File: config.mk
export PLATFORM = sky130hd
export DESIGN_NAME = multi_slow_clk_flat
export DESIGN_NICKNAME = d
export VERILOG_FILES = /design/src/rtl/multi_slow_clk_if.sv /design/src/rtl/multi_slow_clk.sv /design/src/flat_wrapper.sv
export SDC_FILE = /design/constraint.sdc
export NUM_CORES = 1
export LEC_CHECK = 0
export BUFFER_PORTS_ARGS = -buffer_cell sky130_fd_sc_hd__buf_2
export CELL_PAD_IN_SITES_DETAIL_PLACEMENT = 1
export CELL_PAD_IN_SITES_GLOBAL_PLACEMENT = 2
export CORE_ASPECT_RATIO = 1.75
export CORE_MARGIN = 2
export CORE_UTILIZATION = 33
export CTS_CLUSTER_SIZE = 28
export DETAILED_ROUTE_END_ITERATION = 8
export PLACE_DENSITY = 0.87
export SLEW_MARGIN = 20
export SYNTH_ARGS = -nofsm -noshare
export SYNTH_HDL_FRONTEND = slang
export SYNTH_SLANG_ARGS = --single-unit
File: constraint.sdc
create_clock -name CLK100MHZ -period 5.5 [get_ports CLK100MHZ]
set_input_delay 0.275 -clock CLK100MHZ [delete_from_list [all_inputs] [get_ports CLK100MHZ]]
set_output_delay 0.275 -clock CLK100MHZ [all_outputs]
set_load 0.01 [all_outputs]
File: src/rtl/multi_slow_clk_if.sv
// Control/status bundle for multi_slow_clk: enables, per-channel half-periods
// in, slow clocks and edge pulses out.
interface multi_slow_clk_if #(
  parameter int NCH   = 2,
  parameter int CNT_W = 32
);
  logic                 EN;
  logic                 FAST;
  logic                 SYNC_CLR;
  logic [NCH*CNT_W-1:0] PERIOD;
  logic [NCH-1:0]       SLWCLK;
  logic [NCH-1:0]       TICK;
  logic [NCH-1:0]       HALF;

  modport master (output EN, FAST, SYNC_CLR, PERIOD, input SLWCLK, TICK, HALF);
  modport slave  (input EN, FAST, SYNC_CLR, PERIOD, output SLWCLK, TICK, HALF);
endinterface

File: src/rtl/multi_slow_clk.sv
// NCH independent slow clocks derived from CLK100MHZ by remainder-carrying
// accumulators, with registered TICK (rising) and HALF (any toggle) pulses.
module msc_lane #(
  parameter int          CNT_W     = 32,
  parameter int unsigned FAST_STEP = 120
) (
  input  logic             clk,
  input  logic             rst,
  input  logic             en,
  input  logic             fast,
  input  logic             clr,
  input  logic [CNT_W-1:0] period,
  output logic             slwclk,
  output logic             tick,
  output logic             half
);
  localparam logic [CNT_W-1:0] STEP_F = CNT_W'(FAST_STEP);

  logic [CNT_W-1:0] acc;
  logic [CNT_W-1:0] step;
  logic [CNT_W:0]   sum;
  logic [CNT_W:0]   rem;
  logic             wrap;

  // one extra bit keeps acc + step exact even at the top of the range
  always_comb begin
    step = fast ? STEP_F : CNT_W'(1);
    sum  = {1'b0, acc} + {1'b0, step};
    rem  = sum - {1'b0, period};
    wrap = (sum >= {1'b0, period});
  end

  always_ff @(posedge clk) begin
    if (rst || clr) begin
      acc    <= '0;
      slwclk <= 1'b0;
      tick   <= 1'b0;
      half   <= 1'b0;
    end else begin
      tick <= 1'b0;
      half <= 1'b0;
      if (period == '0) begin
        acc    <= '0;
        slwclk <= 1'b0;
      end else if (en) begin
        if (!wrap) begin
          acc <= sum[CNT_W-1:0];
        end else begin
          // clamp: a remainder that still spans a period is dropped, so a
          // shrunken PERIOD cannot leave a runaway backlog
          acc    <= (rem >= {1'b0, period}) ? '0 : rem[CNT_W-1:0];
          slwclk <= ~slwclk;
          half   <= 1'b1;
          tick   <= ~slwclk;
        end
      end
    end
  end
endmodule

module multi_slow_clk #(
  parameter int          CNT_W     = 32,
  parameter int          NCH       = 2,
  parameter int unsigned FAST_STEP = 120
) (
  input  logic            CLK100MHZ,
  input  logic            RESET,
  multi_slow_clk_if.slave bus
);
  logic [NCH-1:0] slw_v;
  logic [NCH-1:0] tick_v;
  logic [NCH-1:0] half_v;

  for (genvar i = 0; i < NCH; i++) begin : g_ch
    msc_lane #(.CNT_W(CNT_W), .FAST_STEP(FAST_STEP)) u_lane (
      .clk    (CLK100MHZ),
      .rst    (RESET),
      .en     (bus.EN),
      .fast   (bus.FAST),
      .clr    (bus.SYNC_CLR),
      .period (bus.PERIOD[i*CNT_W +: CNT_W]),
      .slwclk (slw_v[i]),
      .tick   (tick_v[i]),
      .half   (half_v[i])
    );
  end

  assign bus.SLWCLK = slw_v;
  assign bus.TICK   = tick_v;
  assign bus.HALF   = half_v;
endmodule

File: src/flat_wrapper.sv
// flat-port wrapper written by rule: the top's interface ports become plain ports
module multi_slow_clk_flat 
#(
  parameter int          CNT_W     = 32,
  parameter int          NCH       = 2,
  parameter int unsigned FAST_STEP = 120
)
  (CLK100MHZ, RESET, bus_EN, bus_FAST, bus_SYNC_CLR, bus_PERIOD, bus_SLWCLK, bus_TICK, bus_HALF);
  multi_slow_clk_if #(.NCH(NCH), .CNT_W(CNT_W)) bus_i ();
  input  logic CLK100MHZ;
  input  logic RESET;
  input wire logic [$bits(bus_i.EN)-1:0] bus_EN;
  input wire logic [$bits(bus_i.FAST)-1:0] bus_FAST;
  input wire logic [$bits(bus_i.SYNC_CLR)-1:0] bus_SYNC_CLR;
  input wire logic [$bits(bus_i.PERIOD)-1:0] bus_PERIOD;
  output wire logic [$bits(bus_i.SLWCLK)-1:0] bus_SLWCLK;
  output wire logic [$bits(bus_i.TICK)-1:0] bus_TICK;
  output wire logic [$bits(bus_i.HALF)-1:0] bus_HALF;
  assign bus_i.EN = bus_EN;
  assign bus_i.FAST = bus_FAST;
  assign bus_i.SYNC_CLR = bus_SYNC_CLR;
  assign bus_i.PERIOD = bus_PERIOD;
  assign bus_SLWCLK = bus_i.SLWCLK;
  assign bus_TICK = bus_i.TICK;
  assign bus_HALF = bus_i.HALF;
  multi_slow_clk #(.CNT_W(CNT_W), .NCH(NCH), .FAST_STEP(FAST_STEP)) u_core (.CLK100MHZ(CLK100MHZ), .RESET(RESET), .bus(bus_i));
endmodule
# After elaboration in Yosys (flattened, before gate mapping)
# Index checks and enable logic that the tools add are counted.
[op_classes] n_mux=7 reduce_logical=11 add_sub_neg=4 bitwise_logic=5 n_lt_le_gt_ge=4
[op_table] cell=">= comparator 33 x 32 -> 1 bit" n=4
[op_table] cell="2-to-1 mux 32 bit" n=4
[op_table] cell="adder 32 x 32 -> 33 bit" n=2
[op_table] cell="subtractor 33 x 32 -> 33 bit" n=2
[op_table] cell="logical NOT 32 bit" n=2
[op_table] cell="OR reduction 4 bit" n=2
[op_table] cell="2-to-1 mux 7 bit" n=1
[op_table] cell="OR reduction 3 bit" n=2
[op_table] cell="NOT 1 bit" n=5
[op_table] cell="AND reduction 2 bit" n=2
[op_table] cell="OR reduction 2 bit" n=2
[op_table] cell="2-to-1 mux 1 bit" n=2
[op_table] cell="logical OR 1 bit" n=1
[totals] in_bits=69 ff_bits=70 elab_cells=39 output_inout_bits=6

# Longest topological paths before layout
[logic_depth] word_depth=6 mapped_depth=30 ltp_nobuf=28

# Cells and area by module
# A second synthesis with hierarchy kept.
[unflattened] cells_unflattened=1340 hier_area_um2=9779.4
[modules_own_cells] mod="msc_lane at u_core.g_ch[0].u_lane" cells_per_inst=684 area_each_um2=4902.2 instances=1
[modules_own_cells] mod="msc_lane at u_core.g_ch[1].u_lane" cells_per_inst=656 area_each_um2=4877.2 instances=1

# Worst setup path after synthesis
# Ideal clock, no wire load.
[synth_timing] path_kind="reg2reg" from="reg u_core.g_ch[0].u_lane.acc[3]" to="reg u_core.g_ch[0].u_lane.acc[17]" path_slack_ps=-9 stages_incl_launch_ff=28 path_buffers=2 required_ps=5409 setup_ps=91 t_arrival_ps=5418 cell_sequence="dfxtp_1 > ha_1 > a41o_1 > a21oi_1 > nor2_1 > o21a_1 > nor2_1 > nand2b_1 > xnor2_1 > ha_1 > buf_4 > a2111oi_0 > o21ai_0 > a31oi_1 > o21ai_0 > a21oi_1 > o21a_1 > xnor2_1 > ha_1 > and4_1 > and4_1 > and3_1 > a2111oi_0 > o21bai_1 > a21oi_4 > buf_4 > nand4b_1 > a311oi_1"
[synth_via] elab_chain_cells=5 word_cells_on_any_way=6
[synth_lines] element="start, declared" line_no="multi_slow_clk.sv:19" rtl="logic [CNT_W-1:0] acc;"
[synth_lines] element="start signal, assigned" line_no="multi_slow_clk.sv:47" rtl="acc <= sum[CNT_W-1:0];"
[synth_lines] element="start signal, assigned" line_no="multi_slow_clk.sv:51" rtl="acc <= (rem >= {1'b0, period}) ? '0 : rem[CNT_W-1:0];"
[synth_lines] element="adder 32 x 32 -> 33 bit (*)" line_no="multi_slow_clk.sv:28" rtl="sum = {1'b0, acc} + {1'b0, step};"
[synth_lines] element="subtractor 33 x 32 -> 33 bit" line_no="multi_slow_clk.sv:29" rtl="rem = sum - {1'b0, period};"
[synth_lines] element=">= comparator 33 x 32 -> 1 bit" line_no="multi_slow_clk.sv:51"
[synth_lines] element="2-to-1 mux 32 bit" line_no="multi_slow_clk.sv:51"
[synth_lines] element="2-to-1 mux 32 bit (*)" line_no="multi_slow_clk.sv:46" rtl="if (!wrap) begin"
# Mark *: on every way between the ends. The rest lies on a longest branch, timed or not.
# A chain may end at the register's enable or synchronous reset.

# Worst setup path in the final report
[layout_timing] from="reg u_core.g_ch[0].u_lane.acc[0]" to="reg u_core.g_ch[0].u_lane.acc[17]"
# The elaborated chain is that of the path after synthesis.

==> metrics.yaml <==
run_status:
  status: "finished with violations"
  violations: "negative setup slack"
route:
  num_vias: 13779
  vias_per_cell: 6.36
  dr_wl_met2_um: 31300
  drt_wl_total_um: 61100
  drt_iter0_drc: 851
  antenna_left: 0
  wire_per_inst_um: 28.2
  drt_pre_antenna_iters: 5
  drt-met1-wl_um: 19600
  route.detailed.drc: 0
  wl_met3_um: 2820
  top_layer: "met5"
power_and_ir_drop:
  power_mw: 2.80
  leakage_nw: 7.50
  power.ir.vdd_worst_mv: 0.167
  powerDensity_mw_per_mm2: 171
synthesis:
  synth-main-ff-cell: "dfxtp_1"
  synth_nets: 1534
  synth_commonest_cells: "ha_1 (140), nor2_1 (122), inv_1 (104)"
  yosysTopAreaCell: "ha_1"
  synth.most_common_cell: "ha_1"
  yosys_warnings: 0
  netlist_top_cells_area: "ha_1 (18%), dfxtp_1 (14%), xnor2_1 (6.7%)"
  synthArstFlopShare: 0
  ys_seq_elements: 70
  yosysSeqAreaShare: 0.141
  syn_inst: 1323
  synth_cell_types: 81
  synth-edff-count: 0
  netlist_area_mm2: 0.00997
  synth_top_area_share: 0.176
  synth.avg_cell_area_um2: 7.53
sta:
  post-route-period-util: 1.15
  finalSetupViolCount: 64
  slew_headroom: 0.112
  tightest_slew_ns: 1.33
  fin_ws_ns: -0.803
  finClkSkew_ns: 0.0130
  hold_viol_final: 0
  period_needed_ns: 6.30
  rsz0062_at_grt: "yes"
  max_clock_freq_mhz: 159
  drv_slew: 0
worst_setup_path:
  reg2reg_to: "u_core.g_ch[0].u_lane.acc[17]$_SDFFE_PP0P_"
  cp_max_fo: 6
  start_kind: "register"
  end_kind: "register"
  cp.required_ns: 5.76
  regToRegStartpoint: "u_core.g_ch[0].u_lane.acc[0]$_SDFFE_PP0P_"
  crit_top_cell: "ha_4"
  critPathKind: "reg2reg"
  critPathArrivalTime_ns: 6.56
  rrSetupSlack_ns: -0.80
  slowest_stage: "a2111oi_4"
  critPathMaxStageDelay_ns: 0.41
  rr_worst_depth: 29
final_layout:
  multiInputGateArea_mm2: 0.0100
  final_cells: 2167
  nFillCells: 3517
  fin_util: 0.549
  area_delta_synth_final_pct: 64.4
  diodes: 0
  finalNetCount: 1986
  design_area_mm2: 0.0164
  layout-drive-gt1-share: 0.467
  seq_area_mm2: 0.00141
place:
  placed_area_mm2: 0.0129
  gp_congestion: 0.996
  io_buffers: 74
  numPlacedInstances: 2039
  hpwlAfterDp_um: 34600
  dp_slack_ns: -0.822
die:
  ios: 75
  core-area_mm2: 0.0298
  die_x_um: 135
  die_area_mm2: 0.0317
  rows: 84
  dieHeight_um: 234
  floorplan.initialDensity: 0.334
clocking:
  clk_pin_slew_ns: 0.07
  root_buffer: "clkbuf_16"
  cts-hold-fix-buffers: 0
  h-tree-depth: 3
  clock_path_buffers: 2
  cts_buffers: 9
  clock-sinks: 70
  cts_tree: "done"
  clkLatencyLatePin_ns: 0.37
flow_run:
  maxCapViolations: 0
global_routing:
  track_usage: 0.326
  grt_pass1_vias: 14411
  grt_pass1_wl_um: 79300
  antenna_found_initial: 1
  grt_max_degree: 90
  grt.overflow.total: 0
min_path:
  min_path_type: "in2reg"
  holdPathStages: 3
  hold_start: "bus_EN"
  min_to: "u_core.g_ch[1].u_lane.acc[17]$_SDFFE_PP0P_"
-- per-stage QoR --
| step | hold WS, ns | setup TNS (ns) |
|---|---|---|
| 2_1_floorplan | 0.444 | 0 |
| 3_3_place_gp | 0.470 | -36.45 |
| 3_5_place_dp | 0.469 | -46.93 |
| 4_1_cts | 0.339 | -3.89 |
| 5_1_grt | 0.365 | -45.15 |
| 6_report | 0.362 | -34.45 |
-- critical path, delay by kind of cell (launching register included) --
| kind | cells | cell delay (ns) |
|---|---|---|
| buf+inv | 3 | 0.42 |
| flops | 1 | 0.36 |
| simple gates | 4 | 0.59 |
| compound gates | 17 | 3.83 |
| fa+ha+maj | 3 | 0.67 |
| xor+xnor | 2 | 0.29 |
-- metal layers --
metal,GRT usage,vias to the layer above
met5,0,-
met4,0.304,2
met3,0.0339,428
met2,0.631,755
met1,0.287,6767
li1,-,5827
-- how the worst max path moves through the flow --
| stage | startpoint | to | slack [ns] |
|---|---|---|---|
| floorplan | u_core.g_ch[0].u_lane.acc[3]$_SDFFE_PP0P_ | u_core.g_ch[0].u_lane.acc[17]$_SDFFE_PP0P_ | 0.02 |
| global placement | bus_FAST | u_core.g_ch[0].u_lane.acc[17]$_SDFFE_PP0P_ | -0.64 |
| detailed placement | bus_FAST | u_core.g_ch[0].u_lane.acc[16]$_SDFFE_PP0P_ | -0.82 |
| CTS | u_core.g_ch[0].u_lane.acc[0]$_SDFFE_PP0P_ | u_core.g_ch[0].u_lane.acc[16]$_SDFFE_PP0P_ | -0.16 |
| global route | u_core.g_ch[0].u_lane.acc[0]$_SDFFE_PP0P_ | u_core.g_ch[0].u_lane.acc[24]$_SDFFE_PP0P_ | -0.94 |
| finish | u_core.g_ch[0].u_lane.acc[0]$_SDFFE_PP0P_ | u_core.g_ch[0].u_lane.acc[17]$_SDFFE_PP0P_ | -0.80 |
-- cell families (layout without fill, tap and decap cells) --
| kind of cell | count (synthesis) | after routing | synth area share |
|---|---|---|---|
| compound gates | 393 | 393 | 0.284 |
| mux | 1 | 1 | 0.00100 |
| xor+xnor | 109 | 109 | 0.0965 |
| flops | 70 | 70 | 0.141 |
| buf+inv | 159 | 616 | 0.0680 |
| simple gates | 449 | 449 | 0.230 |
| fa+ha+maj | 142 | 142 | 0.180 |
-- cell type report --
cell class | count | share of cell area
multi-input combinational | 1094 | 0.611
tap | 387 | 0.0296
sequential | 70 | 0.0861
inverter | 104 | 0.0238
clock buffer | 10 | 0.0146
clock inverter | 6 | 0.00519
timing repair buffer | 496 | 0.230
-- what timing repair did --
item | 4_1_cts | 5_1_grt
cloned | 5 | 1
setup endpoints to repair | 64 | 64
gates resized for setup | 249 | 189
pin swaps | 155 | 132
buffers inserted | 92 | 29
endpoints found under the hold margin | 0 | 0
-- sequential cells by signal (all words and copies together) (netlist names) --
name and flops:
u_core.g_ch.u_lane.tick 2, u_core.g_ch.u_lane.slwclk 2, u_core.g_ch.u_lane.acc 64, u_core.g_ch.u_lane.half 2
-- cells in the final DEF, fill, tap and decap left out, types with 28 or more instances in the layout --
cell,n
a21o_1,32
a21oi_1,58
buf_2,73
buf_4,390
dfxtp_1,65
ha_1,107
ha_4,28
inv_1,101
nand2_1,68
nand3_1,37
nand4_1,29
nor2_1,109
xnor2_1,47
-- where the power goes --
group | internal (mW) | switching, mW
registers | 0.523 | 0.0200
logic | 0.706 | 0.865
clock network | 0.408 | 0.278
total | 1.64 | 1.16
No activity file was read; power rests on OpenSTA's default activity.
